**config.mk**
```make
export PLATFORM = sky130hd
export DESIGN_NAME = branch_pc_ctrl
export DESIGN_NICKNAME = d
export VERILOG_FILES = /design/src/rtl/branch_pc_ctrl.sv
export SDC_FILE = /design/constraint.sdc
export NUM_CORES = 1
export LEC_CHECK = 0
export BUFFER_PORTS_ARGS = -buffer_cell sky130_fd_sc_hd__buf_2
export CORE_UTILIZATION = 40
export CTS_CLUSTER_SIZE = 8
export DETAILED_ROUTE_END_ITERATION = 12
export SLEW_MARGIN = 20
export SYNTH_ARGS = -nofsm -noshare
export SYNTH_HDL_FRONTEND = slang
export SYNTH_SLANG_ARGS = --single-unit
```
**constraint.sdc**
```tcl
create_clock -name clk -period 2.6 [get_ports clk]
set_clock_uncertainty 0.2 [all_clocks]
set_input_delay 0.13 -clock clk [delete_from_list [all_inputs] [get_ports clk]]
set_output_delay 0.13 -clock clk [all_outputs]
set_load 0.02 [all_outputs]
```
**src/rtl/branch_pc_ctrl.sv**
```systemverilog
// ---------------------------------------------------------------------------
// branch_pc_ctrl
//
// Branch-resolution and PC-update stage sitting between EX and IF of the
// RV32I core. It decodes the conditional-branch condition, computes the
// branch / JAL / JALR target, owns the architectural fetch PC, redirects
// fetch on a taken transfer and squashes the younger IF/ID instructions with
// a counted flush. A transfer to a target that is not 4-byte aligned halts
// the stage with a sticky trap until reset. Two saturating counters track
// resolved and taken conditional branches.
//
// Ports
//   clk, rst_n        rising-edge clock, asynchronous active-low reset
//   stall             freezes PC, FSM and counters; suppresses redirect
//   ex_valid          EX stage holds a live instruction
//   ex_branch/jal/jalr instruction class (priority jalr > jal > branch)
//   ex_funct3         conditional-branch condition code
//   ex_pc, ex_imm     PC of the EX instruction, sign-extended immediate
//   ex_rs1            JALR base operand
//   BrEq, BrLT        comparator results
//   BrUn              comparator unsigned-compare select (combinational)
//   pc                registered fetch PC
//   redirect          combinational, taken aligned transfer this cycle
//   flush             registered IF/ID squash
//   trap_misalign     registered, sticky until reset
//   br_cnt, taken_cnt saturating statistics counters
// ---------------------------------------------------------------------------
module branch_pc_ctrl #(
   parameter int unsigned     XLEN         = 32,
   parameter logic [XLEN-1:0] RESET_PC     = '0,
   parameter int unsigned     FLUSH_CYCLES = 2,
   parameter int unsigned     CNT_W        = 32
) (
   input  logic             clk,
   input  logic             rst_n,
   input  logic             stall,
   input  logic             ex_valid,
   input  logic             ex_branch,
   input  logic             ex_jal,
   input  logic             ex_jalr,
   input  logic [2:0]       ex_funct3,
   input  logic [XLEN-1:0]  ex_pc,
   input  logic [XLEN-1:0]  ex_imm,
   input  logic [XLEN-1:0]  ex_rs1,
   input  logic             BrEq,
   input  logic             BrLT,
   output logic             BrUn,
   output logic [XLEN-1:0]  pc,
   output logic             redirect,
   output logic             flush,
   output logic             trap_misalign,
   output logic [CNT_W-1:0] br_cnt,
   output logic [CNT_W-1:0] taken_cnt
);

   typedef enum logic [1:0] {
      ST_RUN   = 2'd0,
      ST_FLUSH = 2'd1,
      ST_HALT  = 2'd2
   } state_t;

   // Counter preload: the redirect cycle itself accounts for one flush cycle.
   localparam logic [2:0]      FLUSH_INIT = 3'(FLUSH_CYCLES - 1);
   localparam logic [XLEN-1:0] PC_STEP    = XLEN'(4);
   localparam logic [XLEN-1:0] LSB_CLR    = ~(XLEN'(1));

   // Saturating increment: holds at all-ones instead of wrapping.
   function automatic logic [CNT_W-1:0] sat_inc(input logic [CNT_W-1:0] v);
      if (&v) begin
         return v;
      end
      return v + CNT_W'(1);
   endfunction

   state_t            state_q, state_d;
   logic [XLEN-1:0]   pc_q, pc_d;
   logic              flush_q, flush_d;
   logic              trap_q, trap_d;
   logic [2:0]        fcnt_q, fcnt_d;
   logic [CNT_W-1:0]  br_cnt_q, br_cnt_d;
   logic [CNT_W-1:0]  taken_cnt_q, taken_cnt_d;

   logic              sel_jalr, sel_jal, sel_br;
   logic              cond_taken, f3_valid;
   logic [XLEN-1:0]   sum_pc, sum_rs1, target;
   logic              taken, resolve, misalign;
   logic              count_br, count_taken;

   // Instruction class with jalr > jal > branch priority.
   assign sel_jalr = ex_jalr;
   assign sel_jal  = ex_jal & ~ex_jalr;
   assign sel_br   = ex_branch & ~ex_jal & ~ex_jalr;

   // BLTU/BGEU need an unsigned compare; depends only on funct3.
   assign BrUn = (ex_funct3[2:1] == 2'b11);

   always_comb begin
      cond_taken = 1'b0;
      f3_valid   = 1'b1;
      case (ex_funct3)
         3'b000:  cond_taken = BrEq;
         3'b001:  cond_taken = ~BrEq;
         3'b100:  cond_taken = BrLT;
         3'b101:  cond_taken = ~BrLT;
         3'b110:  cond_taken = BrLT;
         3'b111:  cond_taken = ~BrLT;
         default: f3_valid   = 1'b0;
      endcase
   end

   // Targets wrap modulo 2^XLEN; JALR drops bit 0 of the sum.
   assign sum_pc  = ex_pc + ex_imm;
   assign sum_rs1 = ex_rs1 + ex_imm;
   assign target  = sel_jalr ? (sum_rs1 & LSB_CLR) : sum_pc;

   assign taken    = (sel_br & cond_taken) | sel_jal | sel_jalr;
   assign resolve  = ex_valid & ~stall & (state_q == ST_RUN);
   assign redirect = resolve & taken & ~target[1];
   assign misalign = resolve & taken & target[1];

   // A trapping conditional branch is still counted as resolved and taken.
   assign count_br    = resolve & sel_br & f3_valid;
   assign count_taken = count_br & cond_taken;

   always_comb begin
      br_cnt_d    = br_cnt_q;
      taken_cnt_d = taken_cnt_q;
      if (count_br) begin
         br_cnt_d = sat_inc(br_cnt_q);
      end
      if (count_taken) begin
         taken_cnt_d = sat_inc(taken_cnt_q);
      end
   end

   always_comb begin
      state_d = state_q;
      pc_d    = pc_q;
      flush_d = flush_q;
      trap_d  = trap_q;
      fcnt_d  = fcnt_q;
      case (state_q)
         ST_RUN: begin
            if (!stall) begin
               if (redirect) begin
                  pc_d    = target;
                  flush_d = 1'b1;
                  fcnt_d  = FLUSH_INIT;
                  // A single-cycle flush needs no FLUSH visit; RUN drops it.
                  state_d = (FLUSH_CYCLES == 1) ? ST_RUN : ST_FLUSH;
               end else if (misalign) begin
                  flush_d = 1'b1;
                  trap_d  = 1'b1;
                  state_d = ST_HALT;
               end else begin
                  pc_d    = pc_q + PC_STEP;
                  flush_d = 1'b0;
               end
            end
         end
         ST_FLUSH: begin
            if (!stall) begin
               pc_d = pc_q + PC_STEP;
               if (fcnt_q == 3'd0) begin
                  flush_d = 1'b0;
                  state_d = ST_RUN;
               end else begin
                  fcnt_d = fcnt_q - 3'd1;
               end
            end
         end
         ST_HALT: begin
            // Frozen until reset.
         end
         default: begin
            state_d = ST_HALT;
            flush_d = 1'b1;
            trap_d  = 1'b1;
         end
      endcase
   end

   always_ff @(posedge clk or negedge rst_n) begin
      if (!rst_n) begin
         state_q     <= ST_RUN;
         pc_q        <= RESET_PC;
         flush_q     <= 1'b0;
         trap_q      <= 1'b0;
         fcnt_q      <= 3'd0;
         br_cnt_q    <= '0;
         taken_cnt_q <= '0;
      end else begin
         state_q     <= state_d;
         pc_q        <= pc_d;
         flush_q     <= flush_d;
         trap_q      <= trap_d;
         fcnt_q      <= fcnt_d;
         br_cnt_q    <= br_cnt_d;
         taken_cnt_q <= taken_cnt_d;
      end
   end

   assign pc            = pc_q;
   assign flush         = flush_q;
   assign trap_misalign = trap_q;
   assign br_cnt        = br_cnt_q;
   assign taken_cnt     = taken_cnt_q;

endmodule

```
==> results by group <==
Yosys
  – Post-synthesis net count: roughly 1200
  – Async SR Flop Fraction: 1.00
  – Synth area leader: dfrtp_1
  – Largest family of logic cells by synthesized area: simple AND/OR/NAND/NOR gates
  – Post-Syn Instances: 1053
  – Most used DFF post-synth: dfrtp_1
  – Yosys synthesis warning count: 0
  – Post-synth EDFFs: 0
  – Mux cell area share after synthesis: 0.00848
  – Xor-xnor portion of the synthesized cell area: 0.115
  – Top cells by count, synth: nand2_1, dfrtp_1, a21oi_1
  – Syn Std Cell Area: 8710 sq um
  – Most common cell in the netlist: nand2_1
  – Unique cell type count in the Yosys netlist: between 80 and 90
  – Top post-synthesis cells by area: dfrtp_1, ha_1, xnor2_1
  – Top-area cell type share of the netlist area: 0.296
  – Register area share after synthesis: 0.296
  – Synth Area in Compound Gates: 0.216
  – Simple-gate share of the synthesized area: 0.235
  – Seq cells post-synth: 103
  – Syn Area/Cell: around 8.3 sq um
  – Adder-Cell Fraction of Synth Area: 0.104

Layout
  – # diodes: 0
  – Post-layout util: 0.567
  – Share of cells above drive strength 1: 0.339
  – Area growth syn-to-layout: 37.8%
  – Non-filler cells, final: roughly 1700
  – Nets: 1621

Status
  – Run status: complete, no violations

Clocking
  – H-Tree Depth: 3
  – TritonCTS Buffers: 9
  – Clock Sinks: roughly 100
  – Clock slew seen by the registers of the worst setup and hold paths: about 0.08 ns
  – Longest Clk Path Bufs: 2
  – Clock root buffer: clkbuf_16
  – Worst skew pair latency: ~0.35 ns
  – CTS tree: done

Timing
  – Hold WS: between 0.06 and 0.07 ns
  – Max Clk Rate: approximately 0.39 GHz
  – Final setup margin: approximately 0.0050 ns
  – Final-report hold violation count: 0
  – Setup TNS: 0 ns
  – Final worst-path cycle share: 0.998
  – Final Slew Violations: 0
  – Final setup fails: 0
  – RSZ-0062 raised after global routing: yes
  – Slew headroom: 0.679
  – Tightest Pin Transition: ~0.48 ns
  – Min Tclk post-route: around 2.6 ns

Global routing
  – Number of global-route vias before repair: between 8000 and 9000
  – Initial antenna violation count: 0
  – First-pass GRT wire length: between 40000 and 50000 microns
  – Global route total overflow: 0
  – Largest net degree at the start of global routing: 53
  – Total global-route track usage: 0.236

Power and ir drop
  – Sw frac: 0.382
  – P_leak: 5.89 nW
  – Combinational power share: 0.416
  – Sequential Power Share: 0.353
  – Pwr per Cell Area: 475 nW/um^2
  – Int Pwr: ~3.5 mW
  – Clock group share of total power: 0.231
  – Net switching power: about 2.2 mW
  – Worst vdd ir: around 290 uV

Setup path
  – CP Launch Type: flop
  – WS Path Type: reg -> reg
  – Worst path most repeated cell: buf_4
  – Crit path cell chain: inv_2, ha_4, and3b_2, o2111ai_2, or2_4, a21oi_4, buf_4, buf_4, nand2_1, nor2_1, buf_4, nand4_1, xnor2_1
  – CP arrival: roughly 2.7 ns
  – CP required: about 2.7 ns
  – Critical Path Slowest Stage Cell: dfrtp_1
  – Crit. End Element: flop
  – CP max FO: 5
  – Reg2Reg Setup Slack: between 0.005 and 0.006 ns
  – Worst path max stage delay: between 0.3 and 0.4 ns

Die
  – Row count: between 50 and 60
  – Core area: around 21000 sq um
  – Width of the die: between 100 and 150 microns
  – I/O pins: between 200 and 250
  – Die Footprint: around 22000 sq um
  – Die Y: between 100 and 150 microns
  – Initial Utilization: 0.412

Placement
  – DP HPWL: 21600 microns
  – Pre-CTS setup slack: -0.368 ns
  – IO buf count: just over 200
  – Inst Count DP: 1694
  – RePlAce Congestion: around 0.94

Drt
  – Drt initial violations: around 510
  – Post-route DRC violation count: 0
  – Routed wire length: between 20000 and 30000 microns
  – Post-route ant nets: 0
  – First drt pass iteration count: 6
  – Drt via density: between 5 and 6
  – Avg WL per Cell: ~16 microns
  – Routed vias: about 9200

Min path
  – Worst hold path type: in -> reg

Run
  – Max-Cap Viols: 0
worst max-delay path, delay by kind of cell (launching register included):
family | cells | cell delay [ns]
adders and majority gates | 1 | 0.13
buffers and inverters | 4 | 0.49
DFF | 1 | 0.39
xor gates and xnor gates | 1 | 0.21
AOI/OAI and AO/OA | 2 | 0.26
and+or+nand+nor | 5 | 0.83
layout by cell type, fill, tap and decap left out, types with 9 or more instances in the layout:
master | Yosys | final
a211oi_1 | 15 | 13
a21o_1 | 24 | 24
a21oi_1 | 98 | 91
a31oi_1 | 14 | 14
and2_1 | 12 | 11
and3_1 | 26 | 24
buf_2 | 3 | 206
buf_4 | 0 | 194
clkbuf_16 | 0 | 9
dfrtp_1 | 103 | 99
ha_1 | 69 | 68
inv_1 | 27 | 25
nand2_1 | 114 | 113
nand2b_1 | 16 | 15
nand3_1 | 58 | 56
nand4_1 | 27 | 27
nor2_1 | 89 | 79
nor2_2 | 0 | 9
nor3_1 | 17 | 16
o211ai_1 | 11 | 11
o21ai_0 | 47 | 42
o21ai_1 | 10 | 14
xnor2_1 | 71 | 71
xor2_1 | 43 | 43
path summary, 6_finish.rpt:
kind,from,to,cells after the start
min reg2reg,taken_cnt[28],taken_cnt[28],1
min in group asynchronous,rst_n,br_cnt[5],2
max,state_q[1],taken_cnt[14],13
max reg2reg,state_q[1],taken_cnt[14],13
max in group asynchronous,rst_n,pc[20],3
min,ex_pc[31],pc[31],5
metal layers:
metal | GRT usage | share of wire | vias up | wire, microns
met5 | 0 | 0 | - | 0
met4 | 0.0704 | 0.023 | 0 | 612
met3 | 0.0268 | 0.048 | 39 | 1290
met2 | 0.388 | 0.46 | 276 | 12300
met1 | 0.323 | 0.47 | 4222 | 12500
li1 | - | - | 4630 | -
final cells by class:
type                            instances  area (sq um)
Timing Repair Buffer                  407          2580
Multi-Input combinational cell        892          6110
Clock buffer                           10           229
Clock inverter                          6          55.1
Fill cell                            1997          9150
Inverter                               29           109
Sequential cell                       103          2580
Tap cell                              275           344
registers in the layout, summed over array words and instances (netlist names):
signal / count
state_q: 2
flush: 1
pc: 32
trap_misalign: 1
br_cnt: 32
taken_cnt: 32
fcnt_q: 3
through the flow:
| stage | power [mW] | instance area (sq um) |
|---|---|---|
| 5_1_grt | 6.05 | 12000 |
| 6_report | 5.70 | 12000 |
| 2_1_floorplan | 3.32 | 8730 |
| 3_3_place_gp | 4.32 | 11400 |
| 3_5_place_dp | 4.35 | 11400 |
| 4_1_cts | 5.69 | 11800 |
power groups by stage:
stage          Clock (mW)  Sequential (mW)  Combinational (mW)
2_1_floorplan           0             2.26                1.06
3_3_place_gp            0             2.03                2.30
3_5_place_dp            0             2.03                2.32
4_1_cts              1.36             2.00                2.33
5_1_grt              1.41             2.04                2.60
6_report             1.31             2.01                2.37
timing repair:
item | in CTS | in global routing
hold endpoints to repair | 87 | 0
resized for setup | 2 | 49
setup buffers | 0 | 7
pin swaps | 0 | 20
hold buffers | 5 | 0
setup endpoints to repair | 2 | 46
cells by family (layout without fill, tap and decap cells):
logic type	after synthesis	after routing
AOI/OAI and AO/OA	292	292
and+or+nand+nor	408	408
buffers and inverters	58	452
xor gates and xnor gates	114	114
adders and majority gates	71	71
DFF	103	103
muxes	7	7
Power figures use the tool's default switching activity.
